--- src/rtl/toggle_hs_rx.sv ---
// Two-phase (toggle) handshake receiver.
// Synchronized requests are accepted into a small FIFO drained by valid/ready.
module toggle_hs_rx #(
  parameter int DATA_W = 8,
  parameter int DEPTH  = 4
) (
  input  logic                     clk,
  input  logic                     reset,
  input  logic                     req_tgl,
  input  logic [DATA_W-1:0]        din,
  output logic                     ack_tgl,
  output logic [DATA_W-1:0]        dout,
  output logic                     dout_valid,
  input  logic                     dout_ready,
  output logic [$clog2(DEPTH):0]   level,
  output logic [7:0]               evt_cnt
);

  localparam int AW = $clog2(DEPTH);
  localparam logic [AW:0] LVL_FULL = (AW+1)'(DEPTH);

  typedef enum logic {
    IDLE,
    STALL
  } state_e;

  state_e            state_q, state_d;
  logic              s1_q, s1_d;
  logic              s2_q, s2_d;
  logic              req_seen_q, req_seen_d;
  logic              ack_q, ack_d;
  logic [AW-1:0]     wr_ptr_q, wr_ptr_d;
  logic [AW-1:0]     rd_ptr_q, rd_ptr_d;
  logic [AW:0]       level_q, level_d;
  logic [7:0]        evt_q, evt_d;
  logic [DATA_W-1:0] mem_q [DEPTH];

  logic pending;
  logic full;
  logic push;
  logic pop;

  assign dout_valid = (level_q != '0);
  assign dout       = mem_q[rd_ptr_q];
  assign ack_tgl    = ack_q;
  assign level      = level_q;
  assign evt_cnt    = evt_q;

  assign pending = (s2_q != req_seen_q);
  assign full    = (level_q == LVL_FULL);
  assign pop     = dout_valid && dout_ready;

  always_comb begin
    state_d    = state_q;
    s1_d       = req_tgl;
    s2_d       = s1_q;
    req_seen_d = req_seen_q;
    ack_d      = ack_q;
    wr_ptr_d   = wr_ptr_q;
    rd_ptr_d   = rd_ptr_q;
    level_d    = level_q;
    evt_d      = evt_q;
    push       = 1'b0;

    // full comes from the registered level, so a pop never
    // unblocks a push in the same cycle
    unique case (state_q)
      IDLE: begin
        if (pending) begin
          if (full) state_d = STALL;
          else      push    = 1'b1;
        end
      end
      STALL: begin
        if (!pending) begin
          state_d = IDLE;
        end else if (!full) begin
          push    = 1'b1;
          state_d = IDLE;
        end
      end
    endcase

    if (push) begin
      req_seen_d = s2_q;
      ack_d      = ~ack_q;
      evt_d      = evt_q + 8'd1;
      wr_ptr_d   = wr_ptr_q + 1'b1;
    end

    if (pop) begin
      rd_ptr_d = rd_ptr_q + 1'b1;
    end

    case ({push, pop})
      2'b10:   level_d = level_q + 1'b1;
      2'b01:   level_d = level_q - 1'b1;
      default: level_d = level_q;
    endcase
  end

  always_ff @(posedge clk) begin
    if (reset) begin
      state_q    <= IDLE;
      s1_q       <= 1'b0;
      s2_q       <= 1'b0;
      req_seen_q <= 1'b0;
      ack_q      <= 1'b0;
      wr_ptr_q   <= '0;
      rd_ptr_q   <= '0;
      level_q    <= '0;
      evt_q      <= '0;
    end else begin
      state_q    <= state_d;
      s1_q       <= s1_d;
      s2_q       <= s2_d;
      req_seen_q <= req_seen_d;
      ack_q      <= ack_d;
      wr_ptr_q   <= wr_ptr_d;
      rd_ptr_q   <= rd_ptr_d;
      level_q    <= level_d;
      evt_q      <= evt_d;
    end
  end

  // Storage needs no reset: level gates every read.
  always_ff @(posedge clk) begin
    if (push && !reset) begin
      mem_q[wr_ptr_q] <= din;
    end
  end

endmodule

--- config.mk ---
export PLATFORM = sky130hd
export DESIGN_NAME = toggle_hs_rx
export DESIGN_NICKNAME = d
export VERILOG_FILES = /design/src/rtl/toggle_hs_rx.sv
export SDC_FILE = /design/constraint.sdc
export NUM_CORES = 1
export LEC_CHECK = 0
export CAP_MARGIN = 0
export CORE_MARGIN = 3
export CORE_UTILIZATION = 53
export CTS_CLUSTER_SIZE = 24
export DETAILED_ROUTE_END_ITERATION = 8
export GPL_ROUTABILITY_DRIVEN = 0
export HOLD_SLACK_MARGIN = 0.06
export PLACE_DENSITY = 0.78
export SYNTH_ARGS = -nofsm -noshare
export SYNTH_HDL_FRONTEND = slang
export SYNTH_SLANG_ARGS = --single-unit
--- constraint.sdc ---
create_clock -name clk -period 2.85 [get_ports clk]
set_input_delay 0.57 -clock clk [delete_from_list [all_inputs] [get_ports clk]]
set_output_delay 0.57 -clock clk [all_outputs]
set_load 0.005 [all_outputs]
* Yosys cells after proc, flatten, opt, wreduce, memory -nomap -nowiden
Memory sizes are Yosys's and may differ from the RTL's. A register that Yosys moved wholly into a read port is not among the register bits.
Index checks and enable logic that the tools add are counted.
** Storage, ports and cells
- Memories :: 1
- Bits of input ports :: 12
- Memory bits (writable) :: 32
- Output and inout bits :: 21
- Register bits :: 19
- Logic and storage cells :: 31
** Memory list
- mem_q :: words 4, width 8, read ports 1, clocked after memory_dff 1, wr ports 1, RTL line 36 : logic [DATA_W-1:0] mem_q [DEPTH];
** Cells by class
- Reduce and logical (&&, ||, !) cells :: 5
- Eq/ne operators :: 4
- $add $sub $neg :: 5
- Multiplexer cells :: 7
- Bitwise logic cells :: 1
** Operators with widths (number)
- $add 8x1->8 const B :: 1
- $pmux 3 s2 :: 1
- $add 2x1->2 const B :: 2
- $mux 1 :: 4
- $mux 2 :: 2
- $add 3x1->3 const B :: 1
- $eq 3x3->1 const B :: 1
- $reduce_bool 3->1 :: 1
- $sub 3x1->3 const B :: 1
- $eq 2x1->1 const B :: 1
- $eq 2x2->1 const B :: 1
- $logic_and 1x1->1 :: 2
- $reduce_bool 2->1 :: 1
- $logic_not 1->1 :: 1
- $ne 1x1->1 :: 1
- $not 1->1 :: 1

* Longest topological paths before layout
Gate-level depths: netlist of run 1.
- Depth in word-level cells :: 6
- Gate-level depth with buffers :: 9
- Gate-level depth less buffers :: 8

* Least setup slack after synthesis of run 1
No wires, ideal clock.
- Kind :: register -> register
- Start :: register level_q[2], in the netlist level[2]
- End :: register level_q[2], in the netlist level[2]
- Clock period less this slack :: 2247 ps
- Setup time :: 71 ps
- Setup slack :: 603 ps
- Required time :: 2779 ps
- Arrival time :: 2177 ps
- Cell stages (with the launch flop) :: 10
- Path buffers :: 1
- Cell sequence :: dfxtp_1 > or3b_1 > buf_2 > nand2_1 > ha_1 > inv_1 > fa_1 > xor2_1 > or3_1 > a21oi_1
** On the way
- Longest elaborated chain between the ends :: 5
- Elaborated cells between the ends (all ways) :: 11
- Those cells by class :: add/sub: 2; eq/ne: 3; mux: 3; reduce/logical: 3
** Ends and longest elaborated chain
- from (decl) :: RTL line 34 : logic [AW:0] level_q, level_d;
- from (signal assigned) :: RTL line 121 : level_q <= level_d;
- $eq 3x3->1 :: RTL line 50 : assign full = (level_q == LVL_FULL);
- $mux 1 :: RTL line 70, 77
- $mux 1 :: RTL line 69, 75
- $eq 2x1->1 or $eq 2x2->1 (tied branches) :: RTL line 95 : case ({push, pop})
- $pmux 3 s2 or $reduce_bool 2->1 (tied branches)
Several ways; a longest one is shown, not always the timed one.
A chain may end at the register's enable or synchronous reset.

==> flow_summary.yaml, run 1 <==
grt:
  grt_usage_pct: 15.96
  antenna_found_initial: 0
  grt_max_degree: 17
  grt_pass1_wl_mm: 6.106
  grt_pass1_vias: 1324
  grt.overflow.total: 0
worst_setup_path:
  reg2regPathDepth: 8
  cp.required_ns: 2.28
  critical_path_arrival_ns: 2.01
  startpoint_type: "register"
  worst-path-stages: 2
  worstPathCellList: "mux4_2 -> clkdlybuf4s50_1"
  worstPathMaxFanout: 8
  cp.buffers_inverters: 1
  crit_path_end_kind: "output port"
  endpoint: "dout[5]"
  worstSetupPathType: "register to output port"
  rr_startpoint: "level[2]"
  critical_path.max_stage_delay_ns: 0.67
  rr_endpoint: "level[2]"
  ff2ff_setup_slack_ns: 0.33
  slowest_stage: "dfxtp_1"
  crit_family: "flip-flops"
drt:
  avgViaCountPerCell: 5.564
  drtIter0Drc: 114
  wl_per_cell_um: 15.99
  drtPass1Iterations: 4
  ant_nets: 0
  drc: 0
  vias: 1341
  routed_wl_mm: 3.853
sta:
  rsz0062_at_grt: "no"
  hold_violations: 0
  finalCritPeriodShare_pct: 90.36
  setup_tns_ns: 0
  finalMaxSlewViolations: 0
  worstMarginPinSlew_ns: 0.5813
  relSlewSlack_pct: 61.20
  setup_viol: 0
  period_minus_slack_ns: 2.575
  clock_skew_ns: 0.005776
  timing.fmax_mhz: 388.3
floorplanning:
  rows: 22
  die_area_sq_mm: 0.004967
  die_h_um: 70.48
  core-area_sq_mm: 0.003826
  num_io_pins: 33
  die_w_um: 70.48
  initial_core_util_pct: 57.59
synthesis:
  synthSimpleGateAreaFrac_pct: 12.27
  syn_inst: 155
  synthAdderAreaFrac_pct: 4.316
  ys.flop_type: "edfxtp_1"
  synth.area.mux_share_pct: 10.22
  ys_seq_area_share_pct: 62.69
  synth_edf_count: 32
  netlist_area_sq_mm: 0.002203
  yosys.area.top_type: "edfxtp_1"
  synth_top_family_by_area: "simple AND/OR/NAND/NOR gates"
  netlist.area_leader.share_pct: 43.61
  synth_xor_xnor_area_share_pct: 2.385
  async_reset_ff_share_pct: 0
  synth.avg_cell_area_sq_um: 14.22
  synth_compound_area_share_pct: 5.111
  synthesis.nets: 174
  ys_warn_count: 0
  ys_ff_latch: 53
  synth_cell_type_count: 32
  yosys-top-cells-area: "edfxtp_1, dfxtp_1, mux4_2"
final_layout:
  final_nets: 211
  stdcell_count: 241
  n_antenna_cell: 0
  drive_gt1_share_pct: 12.44
  syn_to_final_growth_pct: 21.98
power:
  cellPowerDensity_mw_per_mm2: 676.7
  p_leak_nw: 0.8868
  ir_drop_mv: 0.5245
cts:
  cts_resized: 0
  h-tree-depth: 2
  cts_tree: "built"
  clkSinkCount: 53
  cts_hold_buf: 0
  clock_path_buffers: 2
  clock_latency_ns: 0.30
  cts_setup_buffers: 0
  cts_buffers: 5
  clkSlewWorstSetupHoldPaths_ns: 0.09
  cts_root_buffer: "clkbuf_8"
min_path:
  holdCritPathClass: "register to register"
placed_design:
  post-dp-hpwl_mm: 2.676
  io_buffers: 32
  place_inst: 233
outcome:
  status: "finished clean"
job:
  cap_violations: 0
-- cells in the mapped netlist (all sizes together), types with 3 or more instances --
cell / instances
nor3b: 5
buf: 5
ha: 6
xor2: 4
nand2: 4
or3: 4
dfxtp: 21
nor2b: 6
nand3: 8
o21ai: 6
mux2: 4
edfxtp: 32
clkbuf: 3
mux4: 8
inv: 5
nor2: 10
a21oi: 10
-- per-layer routing --
layer  global-route usage (%)  share of wire [%]
met4                    6.383                1.4
met3                    3.597                5.1
met5                        0                  0
met2                    28.07                 53
met1                    18.69                 41
-- cells by family (layout without fill, tap and decap cells) --
kind of cell / Yosys count / after routing
AND/OR/NAND/NOR: 44 / 44
buffers and inverters: 13 / 51
flip-flops: 53 / 53
XOR/XNOR: 6 / 6
AO/OA/AOI/OAI: 20 / 20
multiplexers: 12 / 12
adder cells (fa/ha/maj): 7 / 7
-- per-stage QoR --
stage / util (%) / cell area [sq um] / worst slack [ns] / hold WS [ns] / total power, W
after global placement: 67.46 / 2581 / 0.3913 / 0.4182 / 0.001341
final: 70.24 / 2688 / 0.2747 / 0.4461 / 0.001819
after global routing: 70.24 / 2688 / 0.1381 / 0.4762 / 0.001918
after CTS: 70.24 / 2688 / 0.2129 / 0.4498 / 0.001840
after detailed placement: 67.46 / 2581 / 0.2778 / 0.4337 / 0.001363
after floorplan: - / 2203 / 0.6029 / 0.4138 / 0.001173
-- sequential cells by signal, summed over array words and instances (netlist names), named ones only --
name / flops
mem_q: 32
evt_cnt: 8
level: 3
rd_ptr_q: 2
wr_ptr_q: 2
ack_tgl: 1
req_seen_q: 1
s1_q: 1
s2_q: 1
-- layout by cell type (no fill, tap or decap), drive strengths merged, types with 2 or more instances in the layout --
cell type,Yosys,final
or3,4,4
nor4,2,2
edfxtp,32,32
nor2,10,10
a21oi,10,10
clkbuf,3,6
o31ai,2,2
clkdlybuf4s50,0,32
o21ai,6,6
nand2,4,4
xor2,4,4
dfxtp,21,21
ha,6,6
mux2,4,4
inv,5,5
mux4,8,8
nor3b,5,5
nand3,8,8
nor2b,6,6
xnor2,2,2
or4,2,2
buf,5,6
-- worst register-to-register path, stage by stage, from the launching register on --
cell and delay, ns:
dfxtp_1 0.45, or3b_1 0.48, nand2_1 0.22, ha_1 0.22
inv_1 0.06, fa_1 0.37, xor2_1 0.16, or3_1 0.32
a21oi_1 0.15
-- area by class of cell --
class	count	area [sq um]
Timing Repair Buffer	38	365.4
Clock buffer	6	72.57
Inverter	5	18.77
Fill cell	257	1139
Clock inverter	2	33.78
Sequential cell	53	1381
Multi-Input combinational cell	89	755.7
Tap cell	48	60.06
-- how the worst min path moves through the flow --
stage | from | to | slack [ns] | cells after the start
detailed placement | s1_q | s2_q | 0.43 | 1
finish | s1_q | s2_q | 0.45 | 1
global placement | s1_q | s2_q | 0.42 | 1
global route | s1_q | s2_q | 0.48 | 1
CTS | s1_q | s2_q | 0.45 | 1
floorplan | s1_q | s2_q | 0.41 | 1
-- power by group --
part / switching (W) / leakage [nW] / internal, W / total, W
sequential: 0.0000801 / 0.459 / 0.000855 / 0.000935
clock: 0.000218 / 0.0528 / 0.000259 / 0.000478
combinational: 0.000154 / 0.375 / 0.000251 / 0.000406
total: 0.000453 / 0.887 / 0.00137 / 0.00182
Power figures use the tool's default switching activity.
==> inputs of run 2 (changes only) <==
- CAP_MARGIN: 0 -> not set
- SLEW_MARGIN: not set -> 5
==> results of run 2 <==
Final layout, timing and power as in run 1 (identical DEF).
==> inputs of run 3 (changes only) <==
- CTS_BUF_LIST: not set -> sky130_fd_sc_hd__clkbuf_4 sky130_fd_sc_hd__clkbuf_8 sky130_fd_sc_hd__clkbuf_16
==> run 3 against run 2 <==
- sequential power barely moved
- sequential share of layout area fell by 0.072 points
- design area rose by 0.14%
- power rose by 0.66%
- cell count did not move
- via count rose by 1.0%
- maximum frequency fell by 0.74%
- combinational power barely moved
==> flow_summary.yaml, run 3 (synthesized netlist as in run 1, its figures left out) <==
outcome:
  status: "finished clean"
final_layout:
  n_antenna_cell: 0
  regMostFlops: "mem_q"
  fillers: 262
  final_nets: 211
  final_util_pct: 70.34
  final_cell_mix: "clkdlybuf4s50_1, edfxtp_1, dfxtp_1, nor2_1, a21oi_1"
  syn_to_final_growth_pct: 22.15
  largest_reg_flops: 32
  drive_gt1_share_pct: 12.95
sta:
  worstMarginPinSlew_ns: 0.5784
  finalMaxSlewViolations: 0
  hold_violations: 0
  setup_tns_ns: 0
  timing.fmax_mhz: 385.5
  setup_viol: 0
  relSlewSlack_pct: 61.40
  rsz0062_at_grt: "no"
  clock_skew_ns: 0.005017
  period_minus_slack_ns: 2.594
  finalCritPeriodShare_pct: 91.03
placed_design:
  post-dp-hpwl_mm: 2.676
  io_buffers: 32
drt:
  routed_wl_mm: 3.873
  vias: 1355
  wl_per_cell_um: 16.07
  drc: 0
  avgViaCountPerCell: 5.622
  met2_wirelength_mm: 1.998
  wl_met3_um: 153
  top_layer: "met4"
  wl_met1_mm: 1.667
  drtIter0Drc: 117
  ant_nets: 0
  drtPass1Iterations: 4
worst_setup_path:
  crit_family: "flip-flops"
  cp.buffers_inverters: 1
  reg2regPathDepth: 8
  crit_path_end_kind: "output port"
  worst-path-stages: 2
  worstPathMaxFanout: 8
  rr_startpoint: "level[2]"
  worstPathCellList: "mux4_2 -> clkdlybuf4s50_1"
  cp.required_ns: 2.28
  critical_path_arrival_ns: 2.02
  critical_path.max_stage_delay_ns: 0.69
  worstSetupPathType: "register to output port"
  startpoint_type: "register"
  slowest_stage: "dfxtp_1"
cts:
  cts_setup_buffers: 0
  clkSlewWorstSetupHoldPaths_ns: 0.08
  cts_tree: "built"
  h-tree-depth: 2
  cts_buffers: 5
  cts_root_buffer: "clkbuf_8"
  cts_hold_buf: 0
  clock_path_buffers: 2
  clock_latency_ns: 0.30
  cts_resized: 0
  clkSinkCount: 53
floorplanning:
  rows: 22
  die_h_um: 70.48
  core-area_sq_mm: 0.003826
  die_area_sq_mm: 0.004967
  initial_core_util_pct: 57.59
  die_w_um: 70.48
  num_io_pins: 33
grt:
  grt_max_degree: 17
  antenna_found_initial: 0
  grt_pass1_wl_mm: 6.141
  grt_pass1_vias: 1341
  grt_usage_pct: 16.06
  grt.overflow.total: 0
power:
  p_leak_nw: 0.8903
  ir_drop_mv: 0.5249
  p_seq_share_pct: 51.2
  p_clk_share_pct: 26.6
  cellPowerDensity_mw_per_mm2: 680.2
  netSwitchingFraction_pct: 24.87
  p_int_w: 0.001375
  p_comb_share_pct: 22.2
  p_sw_w: 0.0004553
min_path:
  min_path_cells: 1
  hp-start: "s1_q"
  holdCritPathClass: "register to register"
job:
  cap_violations: 0
## run 3: path summary, 6_finish.rpt
path                                 end  slack [ns]
worst min register to register      s2_q        0.45
worst max-delay path             dout[5]        0.26
worst max register to register  level[2]        0.33
worst min-delay path                s2_q        0.45
## run 3: stage by stage
step	instance area (sq um)	instances	power, W	hold WS (ns)	worst slack (ns)
CTS	2691	241	0.001850	0.4498	0.2092
global route	2691	241	0.001929	0.4762	0.1192
finish	2691	241	0.001831	0.4456	0.2557
floorplan	2203	155	0.001173	0.4138	0.6029
global placement	2581	233	0.001341	0.4182	0.3913
detailed placement	2581	233	0.001363	0.4337	0.2778
## run 3: cell type report
class | count | area, sq um | share of cell area (%)
inverters | 5 | 18.77 | 0.6974
multi-input cells | 89 | 755.7 | 28.08
clock buffers | 6 | 76.32 | 2.836
well taps | 48 | 60.06 | 2.232
flip-flops and latches | 53 | 1381 | 51.32
clock inverters | 2 | 33.78 | 1.255
repair buffers | 38 | 365.4 | 13.58
## run 3: routing by layer
metal,track usage [%],vias to the layer above
li1,-,647
met1,18.90,674
met2,27.96,29
met3,3.597,5
met4,6.809,0
met5,0,-
## run 3: power groups by stage
stage               clock network [W]  logic, W  registers [W]
floorplan                           0  0.000259       0.000914
global placement                    0  0.000391       0.000950
detailed placement                  0  0.000407       0.000956
CTS                          0.000501  0.000411       0.000939
global route                 0.000537  0.000443       0.000949
finish                       0.000488  0.000406       0.000937
## run 3: worst register-to-register path: stages (launching register included)
cell,delay [ns]
dfxtp_1,0.45
or3b_1,0.48
nand2_1,0.22
ha_1,0.22
inv_1,0.06
fa_1,0.37
xor2_1,0.16
or3_1,0.32
a21oi_1,0.15
